File: src/rtl/multiport_regfile_if.sv
// Register-file bus: read/write addresses and data, HI/LO product write, clear request and Ready.
// The master modport belongs to the requester; the slave modport belongs to the register file.
interface multiport_regfile_if #(
  parameter int WIDTH = 24,
  parameter int DEPTH = 16
);
  localparam int AW = $clog2(DEPTH);

  logic               ClearReq;
  logic [AW-1:0]      RS;
  logic [AW-1:0]      RT;
  logic [AW-1:0]      RD;
  logic [WIDTH-1:0]   WriteData;
  logic               RegWrite;
  logic               MulWrite;
  logic [2*WIDTH-1:0] MulData;
  logic [WIDTH-1:0]   ReadRS;
  logic [WIDTH-1:0]   ReadRT;
  logic [WIDTH-1:0]   ReadHI;
  logic [WIDTH-1:0]   ReadLO;
  logic               Ready;

  modport master (
    output ClearReq, RS, RT, RD, WriteData, RegWrite, MulWrite, MulData,
    input  ReadRS, ReadRT, ReadHI, ReadLO, Ready
  );

  modport slave (
    input  ClearReq, RS, RT, RD, WriteData, RegWrite, MulWrite, MulData,
    output ReadRS, ReadRT, ReadHI, ReadLO, Ready
  );
endinterface

File: src/rtl/multiport_regfile.sv
// Two-read/one-write register file with HI/LO pair and sequential clear; reads combinational, writes land in 1 cycle.
// No backpressure: writes are dropped and reads return 0 while Ready is low (DEPTH-cycle clear after reset/ClearReq).
module multiport_regfile #(
  parameter int WIDTH  = 24,
  parameter int DEPTH  = 16,
  parameter int BYPASS = 1
) (
  input  logic          Clock,
  input  logic          ResetN,
  multiport_regfile_if.slave bus
);

  localparam int AW = $clog2(DEPTH);
  localparam logic [AW-1:0] LAST_IDX = AW'(DEPTH - 1);

  typedef enum logic {
    ST_CLEAR = 1'b0,
    ST_RUN   = 1'b1
  } state_t;

  state_t           state_q;
  logic [AW-1:0]    clr_idx_q;
  logic             ready_q;

  logic [WIDTH-1:0] regs_q [DEPTH];
  logic [WIDTH-1:0] hi_q;
  logic [WIDTH-1:0] lo_q;

  logic             reg_we;
  logic [AW-1:0]    reg_wa;
  logic [WIDTH-1:0] reg_wd;
  logic             hl_we;
  logic [WIDTH-1:0] hi_d;
  logic [WIDTH-1:0] lo_d;

  logic [WIDTH-1:0] rs_dat;
  logic [WIDTH-1:0] rt_dat;
  logic [WIDTH-1:0] hi_dat;
  logic [WIDTH-1:0] lo_dat;

  // Reset only parks the sweep at index 0; clearing advances once ResetN is released.
  always_ff @(posedge Clock) begin
    if (!ResetN) begin
      state_q   <= ST_CLEAR;
      clr_idx_q <= '0;
      ready_q   <= 1'b0;
    end else begin
      case (state_q)
        ST_CLEAR: begin
          if (clr_idx_q == LAST_IDX) begin
            state_q   <= ST_RUN;
            ready_q   <= 1'b1;
            clr_idx_q <= '0;
          end else begin
            clr_idx_q <= clr_idx_q + 1'b1;
          end
        end
        ST_RUN: begin
          if (bus.ClearReq) begin
            state_q   <= ST_CLEAR;
            ready_q   <= 1'b0;
            clr_idx_q <= '0;
          end
        end
        default: begin
          state_q   <= ST_CLEAR;
          ready_q   <= 1'b0;
          clr_idx_q <= '0;
        end
      endcase
    end
  end

  always_comb begin
    reg_we = 1'b0;
    reg_wa = clr_idx_q;
    reg_wd = '0;
    hl_we  = 1'b0;
    hi_d   = '0;
    lo_d   = '0;
    if (ResetN) begin
      if (!ready_q) begin
        reg_we = 1'b1;
        hl_we  = (clr_idx_q == '0);
      end else if (!bus.ClearReq) begin
        // The edge that starts a clear swallows any write presented with it.
        reg_we = bus.RegWrite && (bus.RD != '0);
        reg_wa = bus.RD;
        reg_wd = bus.WriteData;
        hl_we  = bus.MulWrite;
        hi_d   = bus.MulData[2*WIDTH-1:WIDTH];
        lo_d   = bus.MulData[WIDTH-1:0];
      end
    end
  end

  always_ff @(posedge Clock) begin
    if (reg_we) begin
      regs_q[reg_wa] <= reg_wd;
    end
    if (hl_we) begin
      hi_q <= hi_d;
      lo_q <= lo_d;
    end
  end

  always_comb begin
    rs_dat = '0;
    rt_dat = '0;
    hi_dat = '0;
    lo_dat = '0;
    if (ready_q) begin
      if (bus.RS != '0) begin
        rs_dat = regs_q[bus.RS];
        if ((BYPASS != 0) && bus.RegWrite && (bus.RD == bus.RS)) begin
          rs_dat = bus.WriteData;
        end
      end
      if (bus.RT != '0) begin
        rt_dat = regs_q[bus.RT];
        if ((BYPASS != 0) && bus.RegWrite && (bus.RD == bus.RT)) begin
          rt_dat = bus.WriteData;
        end
      end
      hi_dat = hi_q;
      lo_dat = lo_q;
      if ((BYPASS != 0) && bus.MulWrite) begin
        hi_dat = bus.MulData[2*WIDTH-1:WIDTH];
        lo_dat = bus.MulData[WIDTH-1:0];
      end
    end
  end

  assign bus.ReadRS = rs_dat;
  assign bus.ReadRT = rt_dat;
  assign bus.ReadHI = hi_dat;
  assign bus.ReadLO = lo_dat;
  assign bus.Ready  = ready_q;

endmodule

File: src/flat_wrapper.sv
// flat-port wrapper written by rule: the top's interface ports become plain ports
module multiport_regfile_flat 
#(
  parameter int WIDTH  = 24,
  parameter int DEPTH  = 16,
  parameter int BYPASS = 1
)
  (Clock, ResetN, bus_ClearReq, bus_RS, bus_RT, bus_RD, bus_WriteData, bus_RegWrite, bus_MulWrite, bus_MulData, bus_ReadRS, bus_ReadRT, bus_ReadHI, bus_ReadLO, bus_Ready);
  multiport_regfile_if #(.WIDTH(WIDTH), .DEPTH(DEPTH)) bus_i ();
  input  logic Clock;
  input  logic ResetN;
  input wire logic [$bits(bus_i.ClearReq)-1:0] bus_ClearReq;
  input wire logic [$bits(bus_i.RS)-1:0] bus_RS;
  input wire logic [$bits(bus_i.RT)-1:0] bus_RT;
  input wire logic [$bits(bus_i.RD)-1:0] bus_RD;
  input wire logic [$bits(bus_i.WriteData)-1:0] bus_WriteData;
  input wire logic [$bits(bus_i.RegWrite)-1:0] bus_RegWrite;
  input wire logic [$bits(bus_i.MulWrite)-1:0] bus_MulWrite;
  input wire logic [$bits(bus_i.MulData)-1:0] bus_MulData;
  output wire logic [$bits(bus_i.ReadRS)-1:0] bus_ReadRS;
  output wire logic [$bits(bus_i.ReadRT)-1:0] bus_ReadRT;
  output wire logic [$bits(bus_i.ReadHI)-1:0] bus_ReadHI;
  output wire logic [$bits(bus_i.ReadLO)-1:0] bus_ReadLO;
  output wire logic [$bits(bus_i.Ready)-1:0] bus_Ready;
  assign bus_i.ClearReq = bus_ClearReq;
  assign bus_i.RS = bus_RS;
  assign bus_i.RT = bus_RT;
  assign bus_i.RD = bus_RD;
  assign bus_i.WriteData = bus_WriteData;
  assign bus_i.RegWrite = bus_RegWrite;
  assign bus_i.MulWrite = bus_MulWrite;
  assign bus_i.MulData = bus_MulData;
  assign bus_ReadRS = bus_i.ReadRS;
  assign bus_ReadRT = bus_i.ReadRT;
  assign bus_ReadHI = bus_i.ReadHI;
  assign bus_ReadLO = bus_i.ReadLO;
  assign bus_Ready = bus_i.Ready;
  multiport_regfile #(.WIDTH(WIDTH), .DEPTH(DEPTH), .BYPASS(BYPASS)) u_core (.Clock(Clock), .ResetN(ResetN), .bus(bus_i));
endmodule
File: config.mk
export PLATFORM = sky130hd
export DESIGN_NAME = multiport_regfile_flat
export DESIGN_NICKNAME = d
export VERILOG_FILES = /design/src/rtl/multiport_regfile_if.sv /design/src/rtl/multiport_regfile.sv /design/src/flat_wrapper.sv
export SDC_FILE = /design/constraint.sdc
export NUM_CORES = 1
export LEC_CHECK = 0
export CAP_MARGIN = 20
export CELL_PAD_IN_SITES_DETAIL_PLACEMENT = 0
export CELL_PAD_IN_SITES_GLOBAL_PLACEMENT = 1
export CORE_MARGIN = 2
export CORE_UTILIZATION = 50
export CTS_CLUSTER_DIAMETER = 50
export DETAILED_ROUTE_END_ITERATION = 10
export GPL_TIMING_DRIVEN = 0
export PLACE_DENSITY_LB_ADDON = 0.1
export SYNTH_ARGS = -nofsm -noshare
export SYNTH_HDL_FRONTEND = slang
export SYNTH_SLANG_ARGS = --single-unit
File: constraint.sdc
create_clock -name Clock -period 4.21 [get_ports Clock]
set_clock_uncertainty 0.15 [all_clocks]
set_input_delay 0.421 -clock Clock [delete_from_list [all_inputs] [get_ports Clock]]
set_output_delay 0.421 -clock Clock [all_outputs]
set_load 0.01 [all_outputs]
Word-level counts from Yosys, hierarchy flattened:

Memories as Yosys holds them, arrays and structs flattened.
Cells that the tools add are included.

* register bits after elaboration: 54
* RAM bits: 384
* word-level logic and storage cells: 57
* memories kept: 1

* add/subtract/negate cells: 1
* eq/ne operators: 5
* muxes and demuxes: 33
* bitwise operators: 3
* reductions and logical operators: 9

Memories
* u_core.regs_q: words 16, width 24, rd ports 2, clocked after memory_dff 0, write ports 1, RTL line multiport_regfile.sv:25 `logic [WIDTH-1:0] regs_q [DEPTH];`

Operators by type and width (number)
* 2-to-1 mux 24 bit: 13
* 2-to-1 mux 4 bit: 5
* 2-to-1 mux 1 bit: 12
* nonzero test 4 bit: 3
* equality test 4 bit: 2
* one-hot mux 4 bit (2 select lines): 1
* adder 4 x 1 -> 4 bit, second input constant: 1
* equality test 4 bit, second input constant: 1
* logical NOT 4 bit: 1
* one-hot mux 1 bit (2 select lines): 2
* logical AND 1 bit: 3
* inverter 1 bit: 3
* OR reduction 3 bit: 1
* != test 2 x 1 -> 1 bit, second input constant: 1
* != test 2 bit, second input constant: 1
* AND reduction 2 bit: 1

Logic depth before layout (Yosys ltp):

Gate-level depths: netlist of run 1.

* depth in word-level cells: 7
* gate-level depth with buffers: 8
* mapped depth without buffers: 5

Least setup slack after synthesis of run 1:

No wires, ideal clock.

* path kind: register to register
* from: register u_core.ready_q (netlist: u_core.bus.Ready)
* to: memory u_core.regs_q[5][0], enable pin
* library setup time: 0.405 ns
* arrival time: 2.639 ns
* required time: 3.655 ns
* slack: 1.016 ns
* stages on the path, launching flop included: 8
* buffers on the path: 3
* period minus slack after synthesis: 3.194 ns
* cell sequence: dfxtp_1 -> clkbuf_1 -> and3b_1 -> clkbuf_1 -> buf_2 -> mux2i_1 -> nand4_1 -> nor2_1

* cells in the longest elaborated chain, start to end: 4
* elaborated cells between the ends (all ways): 6

RTL lines
* start: declaration: RTL line multiport_regfile.sv:23 `logic ready_q;`
* start signal: assignment: RTL line multiport_regfile.sv:46 `ready_q <= 1'b0;`
* start signal: assignment: RTL line multiport_regfile.sv:52 `ready_q <= 1'b1;`
* start signal: assignment: RTL line multiport_regfile.sv:61 `ready_q <= 1'b0;`
* 2-to-1 mux 1 bit: RTL line multiport_regfile.sv:82 `if (!ready_q) begin`
* 2-to-1 mux 1 bit: RTL line multiport_regfile.sv:81 `if (ResetN) begin`
* 2-to-1 mux 1 bit: RTL line multiport_regfile.sv:98 `if (reg_we) begin`
* 2-to-1 mux 1 bit (implied by the code): RTL line multiport_regfile.sv:99 `regs_q[reg_wa] <= reg_wd;`
* end: declaration: RTL line multiport_regfile.sv:25

Parallel ways exist; a longest one is shown, timed or not.

Worst setup path after layout of run 1:

* from: input port bus_RT[0]
* to: output port bus_ReadRT[2]

* cells in the longest elaborated chain, start to end: 5
* elaborated cells between the ends (all ways): 7

RTL lines
* start: declaration: RTL line flat_wrapper.sv:14 `input wire logic [$bits(bus_i.RT)-1:0] bus_RT;`
* branches (longest 3 deep; another with memory (16 x 24 bit))
* 2-to-1 mux 24 bit (*): RTL line multiport_regfile.sv:119 `if (bus.RT != '0) begin`
* 2-to-1 mux 24 bit (*): RTL line multiport_regfile.sv:112 `if (ready_q) begin`
* end: declaration: RTL line flat_wrapper.sv:21 `output wire logic [$bits(bus_i.ReadRT)-1:0] bus_ReadRT;`

Mark *: on every way between the ends.

==> run_results.csv, run 1 <==
group,metric,value,unit
global_route,grt_max_degree,33,
route,route.detailed.drc,0,
sta,slew_headroom,29.94,%
clocking,cts_buffers,50,
clocking,cts_tree,"done",
sta,setup_tns,0,ns
synthesis,postSynth.asyncResetShare,0,%
critical_path,cp_data_arrival_time,3.44,ns
synthesis,synth-edff-count,432,
floorplanning,initial_core_util,50.40,%
power,p_int,0.007740,W
place,hpwl,41260,um
critical_path,criticalPathCategory,"in -> out",
min_path,hold_path.class,"in -> reg",
clocking,cts-root-buf,"clkbuf_16",
critical_path,cp.required,3.64,ns
sta,rsz0062_at_grt,"false",
floorplanning,die_x,211.9,um
route,vias,13240,
power,power.density,380.1,nW/um^2
sta,slew_violations,0,
place,place.gp.congestion,0.7822,
floorplanning,core,42890,um^2
route,wl,61070,um
route,drt_iter0_markers,1437,
power,pwr-share-clk,43.3,%
global_route,antenna_found_initial,1,
route,wl_per_cell,29.10,um
global_route,grt_usage,27.54,%
synthesis,synth_cells,1232,
sta,hold_slack,0.3780,ns
layout,drive_gt1_share,23.27,%
power,vdd_drop_max,362.1,uV
sta,tightestPinTransition,1.046,ns
status,outcome,"complete, no violations",
critical_path,crit_path_max_fanout,10,
layout,nFillCells,3205,
clocking,cts-htree-levels,2,
layout,ff_latch_area,13090,um^2
sta,min_period_over_period,95.39,%
power,seq_power_share,48.5,%
job,maxCapViolCount,0,
synthesis,synth_seq_area_share,60.57,%
clocking,clockBufferDepth,3,
floorplanning,fp.dieH,211.9,um
floorplanning,io_pins,186,
global_route,grt_pass1_wl,87310,um
critical_path,endpoint_kind,"output port",
sta,finalSetupViolations,0,
global_route,first_global_vias,13270,
power,switchingPower,0.002232,W
route,drtAntennaViolNets,0,
layout,fin_nets,1567,
clocking,cts_sinks,438,
synthesis,yosysWarningCount,0,
clocking,clk_latency,0.59,ns
layout,area_growth,21.36,%
critical_path,start_kind,"input pin",
layout,multi_input_area,8080,um^2
power,p_leak,8.137,nW
global_route,grt-ovfl-total,0,
synthesis,syn_area_per_cell,17.55,um^2
synthesis,ys_ff_latch,438,
place,io_buffers,175,
clocking,clk_pin_slew,0.06,ns
floorplanning,rows,76,
route,viasPerCell,6.307,
synthesis,synth_nets,1323,
synthesis,synth_cell_type_count,44,
power,power_frac_comb,8.2,%
sta,clock.fmax,0.2490,GHz
route,firstDrtPassIters,7,
synthesis,ys.flop_type,"edfxtp_1",
synthesis,synth_area,21620,um^2
power,swShare,22.38,%
sta,min_period,4.016,ns
sta,hold_viol,0,
floorplanning,die_area,44910,um^2
[path summary, 6_finish.rpt]
path	from	endpoint	slack [ns]	cells past startpoint
setup reg to reg	u_core.bus.Ready	u_core.regs_q[9][15]	0.55	8
hold / removal	bus_MulData[22]	u_core.lo_q[22]	0.38	2
setup / recovery	bus_RT[0]	bus_ReadRT[2]	0.19	7
hold reg to reg	u_core.clr_idx_q[2]	u_core.clr_idx_q[2]	0.45	2
[cells in the final DEF (no fill, tap or decap), types with 33 or more instances in the layout]
cell and instances:
edfxtp_1 432, a211o_1 46, and2_1 72, clkbuf_16 50, nor2b_1 96, buf_2 33
mux4_2 192, clkbuf_1 57, clkdlybuf4s50_1 175, a32o_1 47, mux2i_1 99, nand2_1 51
[stage by stage]
step / total power, W / instances / instance area, um^2 / utilization [%] / setup WS (ns)
after floorplan: 0.005419 / 1232 / 21620 / - / 1.016
after global placement: 0.005707 / 1992 / 24100 / 56.19 / -1.067
after detailed placement: 0.005746 / 2009 / 24620 / 57.41 / 0.2532
after CTS: 0.01003 / 2098 / 26230 / 61.16 / 0.03440
after global routing: 0.01026 / 2099 / 26230 / 61.17 / 0.1698
final: 0.009972 / 2099 / 26230 / 61.17 / 0.1942
[cells in the mapped netlist (all sizes together), types with 4 or more instances]
| library cell | n | area [um^2] |
|---|---|---|
| nor3 | 6 | 35.03 |
| edfxtp | 432 | 12970 |
| o21ai | 5 | 25.02 |
| inv | 5 | 18.77 |
| a31oi | 5 | 37.53 |
| mux4 | 192 | 4324 |
| nand4 | 4 | 25.02 |
| clkbuf | 50 | 187.7 |
| dfxtp | 6 | 120.1 |
| nor2 | 21 | 78.83 |
| a211o | 46 | 402.9 |
| mux2i | 99 | 991.0 |
| buf | 57 | 357.8 |
| a32o | 48 | 480.5 |
| nand2 | 51 | 191.4 |
| and2 | 72 | 450.4 |
| nor2b | 96 | 600.6 |
| xnor2 | 5 | 43.79 |
[cells by family (layout without fill, tap and decap cells)]
group,Yosys count,count (layout),synth area share (%)
adder cells (fa/ha/maj),2,2,0.1157
flip-flops,438,438,60.57
AO/OA/AOI/OAI,117,117,4.903
multiplexers,293,293,24.69
XOR/XNOR,8,8,0.3242
buffers and inverters,112,393,2.611
other,0,1,0
AND/OR/NAND/NOR,262,262,6.784
[metal layers]
layer	up-vias	part of all wire, %	wire, um	global-route usage, %
met4	0	3.2	1962	10.00
met2	729	48	29140	43.99
met1	6817	41	24850	38.18
met5	-	0	0	0
li1	5568	-	-	-
met3	125	8.4	5126	5.118
[registers in the layout, indices dropped and copies added (netlist names)]
| name | flops |
|---|---|
| u_core.state_q | 1 |
| u_core.hi_q | 24 |
| u_core.lo_q | 24 |
| u_core.regs_q | 384 |
| u_core.bus.Ready | 1 |
| u_core.clr_idx_q | 4 |
[timing repair]
action,4_1_cts,5_1_grt
endpoints found under the hold margin,0,0
hold buffers,0,0
gates resized for setup,0,4
setup buffers,0,0
setup endpoints to repair,0,14
[power groups by stage]
stage                     clock (W)  sequential [W]  combinational [W]
after floorplan                   0         0.00493           0.000493
after global placement            0         0.00493           0.000773
after detailed placement          0         0.00493           0.000814
after CTS                   0.00437         0.00484           0.000818
after global routing        0.00456         0.00484           0.000860
final                       0.00432         0.00484           0.000814
[critical path, stage by stage]
cell and delay, ns:
buf_4 0.17, buf_2 0.37, buf_1 0.68, clkbuf_1 0.75, a211o_1 0.25, a32o_1 0.22, clkdlybuf4s50_1 0.55
[final cells by class]
class / instances / share of cell area [%]
diodes: 1 / 0.009539
plain buffers: 107 / 2.089
repair buffers: 192 / 8.204
inverters: 5 / 0.07154
flip-flops and latches: 438 / 49.91
well taps: 585 / 2.790
clock inverters: 30 / 1.226
multi-input cells: 682 / 30.80
clock buffers: 59 / 4.898
Note: power is estimated with default switching activity, not from simulation.
==> run 2, diff against run 1 <==
- MAX_ROUTING_LAYER: unset -> met4
==> run 2 against run 1 <==
Effect of this change: hold slack lost 0.0021 ns; first-iteration DRC count rose by 11%; non-clock buffer count did not move; largest power group unchanged; utilization unchanged; via count about the same.
==> run_results.csv, run 2 (same netlist as run 1, synthesis figures left out) <==
group,metric,value,unit
min_path,hold_path.class,"in -> reg",
place,dp.cells,2009,
critical_path,start_kind,"input pin",
sta,hold_slack,0.3759,ns
sta,slew_headroom,29.38,%
floorplanning,rows,76,
layout,regMostFlops,"u_core.regs_q",
layout,layout_common_cells,"432 x edfxtp_1, 192 x mux4_2, 175 x clkdlybuf4s50_1",
clocking,cts_resized,0,
clocking,cts-htree-levels,2,
place,place.gp.congestion,0.7930,
layout,final_common_cell,"edfxtp_1",
clocking,clk_latency,0.59,ns
route,wl_per_cell,29.09,um
clocking,postCtsSetupRepairBufs,0,
critical_path,r2r_end,"u_core.regs_q[9][10]",
critical_path,r2r.worst_path.cells,8,
layout,fin_nets,1567,
global_route,antenna_found_initial,1,
clocking,cts_tree,"done",
power,power.density,380.0,nW/um^2
global_route,grt_max_degree,33,
sta,finalSetupViolations,0,
global_route,grt_pass1_wl,87330,um
sta,setup_tns,0,ns
sta,clock.fmax,0.2490,GHz
min_path,hp-start,"bus_MulData[22]",
route,vias,13230,
min_path,whs_path_depth,2,
critical_path,endpoint_kind,"output port",
route,firstDrtPassIters,5,
min_path,whs_endpoint,"u_core.lo_q[22]",
job,maxCapViolCount,0,
critical_path,cp_data_arrival_time,3.44,ns
route,viasPerCell,6.303,
clocking,cts_buffers,50,
critical_path,crit_path_max_fanout,10,
sta,slew_violations,0,
layout,largest_reg_flops,384,
clocking,clk_pin_slew,0.06,ns
floorplanning,die_x,211.9,um
critical_path,crit_chain,"buf_4, buf_2, buf_1, clkbuf_1, a211o_1, a32o_1, clkdlybuf4s50_1",
critical_path,slowest_stage,"clkbuf_1",
floorplanning,die_area,44910,um^2
status,outcome,"complete, no violations",
floorplanning,fp.dieH,211.9,um
critical_path,r2r_start,"u_core.bus.Ready",
layout,final_cells,2099,
sta,hold_viol,0,
global_route,grt-ovfl-total,0,
clocking,cts-root-buf,"clkbuf_16",
place,io_buffers,175,
floorplanning,initial_core_util,50.40,%
layout,reg_top3,"u_core.regs_q: 384 flops, u_core.hi_q: 24 flops, u_core.lo_q: 24 flops",
clocking,cts_sinks,438,
layout,post-route-util,61.17,%
power,p_leak,8.137,nW
place,hpwl,41260,um
global_route,grt_usage,28.40,%
critical_path,cp.required,3.64,ns
global_route,first_global_vias,13270,
sta,rsz0062_at_grt,"false",
critical_path,criticalPathCategory,"in -> out",
critical_path,max_stage_delay,0.75,ns
floorplanning,io_pins,186,
layout,drive_gt1_share,23.27,%
sta,min_period,4.016,ns
clocking,postCtsHoldBufs,0,
layout,area_growth,21.36,%
power,vdd_drop_max,361.8,uV
sta,min_period_over_period,95.38,%
route,route.detailed.drc,0,
critical_path,rrSetupSlack,0.56,ns
route,drtAntennaViolNets,0,
clocking,clockBufferDepth,3,
floorplanning,core,42890,um^2
route,drt_iter0_markers,1600,
route,wl,61050,um
sta,tightestPinTransition,1.059,ns
[run 2: cell counts in the layout (fill, tap and decap cells not counted)]
No cell type changed its count.
[run 2: area by class of cell]
cell class	instances	area, um^2
Buffer	107	548.0
Clock inverter	30	321.6
Tap cell	585	732.0
Multi-Input combinational cell	682	8080
Sequential cell	438	13090
Inverter	5	18.77
Timing Repair Buffer	192	2152
Fill cell	3205	16650
Antenna cell	1	2.502
Clock buffer	59	1285
[run 2: worst max-delay path by stage]
stage                           to             start  cells after the start
2_1_floorplan  u_core.regs_q[5][0]  u_core.bus.Ready                      7
6_report             bus_ReadRT[2]         bus_RT[0]                      7
3_5_place_dp        bus_ReadRS[15]         bus_RS[3]                      7
3_3_place_gp   u_core.regs_q[5][8]      bus_ClearReq                      7
5_1_grt              bus_ReadRS[8]         bus_RS[2]                      6
4_1_cts             bus_ReadRS[14]  u_core.bus.Ready                      6
[run 2: stage by stage]
step	setup WS (ns)	total power [W]	area (um^2)
3_3_place_gp	-1.067	0.005707	24100
3_5_place_dp	0.2532	0.005746	24620
5_1_grt	0.1698	0.01026	26230
6_report	0.1944	0.009968	26230
4_1_cts	0.03440	0.01003	26230
2_1_floorplan	1.016	0.005419	21620
[run 2: critical path, delay by kind of cell]
family,cells,cell delay [ns]
AOI/OAI and AO/OA,2,0.46
buffers and inverters,5,2.54
[run 2: report_power, final]
| part | internal, W | switching, W |
|---|---|---|
| sequential | 0.00481 | 0.0000273 |
| combinational | 0.000378 | 0.000435 |
| clock | 0.00255 | 0.00177 |
[run 2: layer usage]
| metal | track usage, % | wire length [um] |
|---|---|---|
| met1 | 38.12 | 24160 |
| met2 | 44.07 | 29160 |
| met4 | 9.981 | 1948 |
| met5 | - | 0 |
| met3 | 5.177 | 5789 |
==> run 3, diff against run 2 <==
- SETUP_SLACK_MARGIN: unset -> 0.02
- TNS_END_PERCENT: unset -> 10
==> run 3 against run 2 <==
Effect of this change: clock power barely moved; total power barely moved; via count fell by 0.13%; highest routed layer unchanged.
==> run_results.csv, run 3 (same netlist as run 1, synthesis figures left out) <==
group,metric,value,unit
status,outcome,"complete, no violations",
clocking,clockBufferDepth,3,
power,power,0.009968,W
route,viasPerCell,6.295,
power,p_leak,8.134,nW
power,switchingPower,0.002228,W
sta,clock.fmax,0.2405,GHz
global_route,first_global_vias,13270,
global_route,grt_pass1_wl,87330,um
global_route,grt_usage,28.40,%
sta,slew_violations,0,
layout,layout_common_cells,"432 x edfxtp_1, 192 x mux4_2, 175 x clkdlybuf4s50_1",
place,io_buffers,175,
power,vdd_drop_max,361.8,uV
place,hpwl,41260,um
floorplanning,die_area,44910,um^2
place,dp.cells,2009,
route,vias,13210,
clocking,cts-htree-levels,2,
layout,largest_reg_flops,384,
sta,min_period_over_period,98.77,%
layout,regMostFlops,"u_core.regs_q",
route,wl,61030,um
critical_path,start_kind,"flip-flop",
layout,reg_top3,"u_core.regs_q: 384 flops, u_core.hi_q: 24 flops, u_core.lo_q: 24 flops",
clocking,cts-root-buf,"clkbuf_16",
sta,finalSetupViolations,0,
critical_path,criticalPathCategory,"reg -> out",
clocking,cts_sinks,438,
place,place.gp.congestion,0.7930,
clocking,clk_pin_slew,0.06,ns
critical_path,endpoint_kind,"output port",
min_path,hold_path.class,"in -> reg",
global_route,antenna_found_initial,1,
floorplanning,fp.dieH,211.9,um
sta,hold_viol,0,
route,drtAntennaViolNets,0,
power,p_int,0.007739,W
floorplanning,io_pins,186,
clocking,clk_latency,0.59,ns
critical_path,max_stage_delay,0.66,ns
global_route,grt_busiest_layer,"met2",
floorplanning,initial_core_util,50.40,%
global_route,grt-ovfl-total,0,
critical_path,cp.required,3.64,ns
global_route,grtUsageMet3,5.177,%
global_route,grtUsageMet2,44.07,%
layout,post-route-util,61.17,%
floorplanning,rows,76,
power,power_frac_comb,8.2,%
critical_path,crit_chain,"clkbuf_1, o41ai_2, a31oi_2, clkbuf_1, a32o_1, clkdlybuf4s50_1",
power,swShare,22.35,%
route,route.detailed.drc,0,
clocking,postCtsSetupRepairBufs,0,
global_route,use_met1,38.12,%
sta,tightestPinTransition,1.059,ns
critical_path,slowest_stage,"clkbuf_1",
power,pwr-share-clk,43.3,%
critical_path,crit_path_max_fanout,10,
sta,min_period,4.158,ns
critical_path,cpMostUsedCell,"clkbuf_1",
power,seq_power_share,48.6,%
global_route,grt_max_degree,33,
layout,drive_gt1_share,23.20,%
layout,nFillCells,3203,
floorplanning,core,42890,um^2
route,firstDrtPassIters,6,
route,wl_per_cell,29.08,um
sta,slew_headroom,29.39,%
layout,final_cells,2099,
job,maxCapViolCount,0,
clocking,cts_tree,"done",
layout,final_common_cell,"edfxtp_1",
power,power.density,380.0,nW/um^2
route,drt_iter0_markers,1606,
floorplanning,die_x,211.9,um
sta,rsz0062_at_grt,"true",
clocking,cts_buffers,50,
layout,fin_nets,1567,
critical_path,cp_data_arrival_time,3.59,ns
layout,area_growth,21.35,%
==> run 3: final cells by class <==
cell class	instances	area [um^2]	share of cell area (%)
antenna	1	2.502	0.009540
buffer	107	546.8	2.084
clock buffer	59	1285	4.899
clock inverter	30	321.6	1.226
inverter	5	18.77	0.07155
multi-input combinational	682	8080	30.80
sequential	438	13090	49.91
tap	585	732.0	2.790
timing repair buffer	192	2152	8.204
==> run 3: worst max-delay path, delay by kind of cell (launching register included) <==
kind | cells | cell delay (ns)
AOI/OAI and AO/OA | 3 | 0.98
DFF | 1 | 0.32
buffers and inverters | 3 | 1.69
==> run 3: timing repair <==
| item | in CTS | in global routing |
|---|---|---|
| hold buffers | 0 | 0 |
| setup endpoints to repair | 0 | 19 |
| gates resized for setup | 0 | 2 |
==> run 3: power groups by stage <==
stage	combinational [W]	sequential (W)	clock (W)
after global placement	0.000773	0.00493	0
final	0.000814	0.00484	0.00431
after floorplan	0.000493	0.00493	0
after detailed placement	0.000814	0.00493	0
after CTS	0.000818	0.00484	0.00437
after global routing	0.000860	0.00484	0.00456
==> run 3: worst paths after layout <==
kind	cells after the start	to	slack [ns]	from
setup reg to reg	8	u_core.regs_q[11][10]	0.58	u_core.bus.Ready
hold / removal	2	u_core.lo_q[22]	0.38	bus_MulData[22]
hold reg to reg	2	u_core.clr_idx_q[1]	0.44	u_core.clr_idx_q[1]
setup / recovery	6	bus_ReadRS[2]	0.05	u_core.bus.Ready
==> run 3: through the flow <==
stage / hold WS (ns) / TNS [ns] / area, um^2 / setup slack [ns]
finish: 0.3775 / 0 / 26230 / 0.05165
global route: 0.3722 / -0.1469 / 26230 / -0.04236
CTS: 0.3538 / 0 / 26230 / 0.03440
detailed placement: 0.4390 / 0 / 24620 / 0.2532
global placement: 0.4200 / -339.68 / 24100 / -1.067
floorplan: 0.3660 / 0 / 21620 / 1.016
==> run 3: metal layers <==
| layer | up-vias | wire length (um) |
|---|---|---|
| met5 | - | 0 |
| met4 | 0 | 1967 |
| met3 | 126 | 5826 |
| met2 | 778 | 29080 |
| met1 | 6744 | 24160 |
| li1 | 5566 | - |
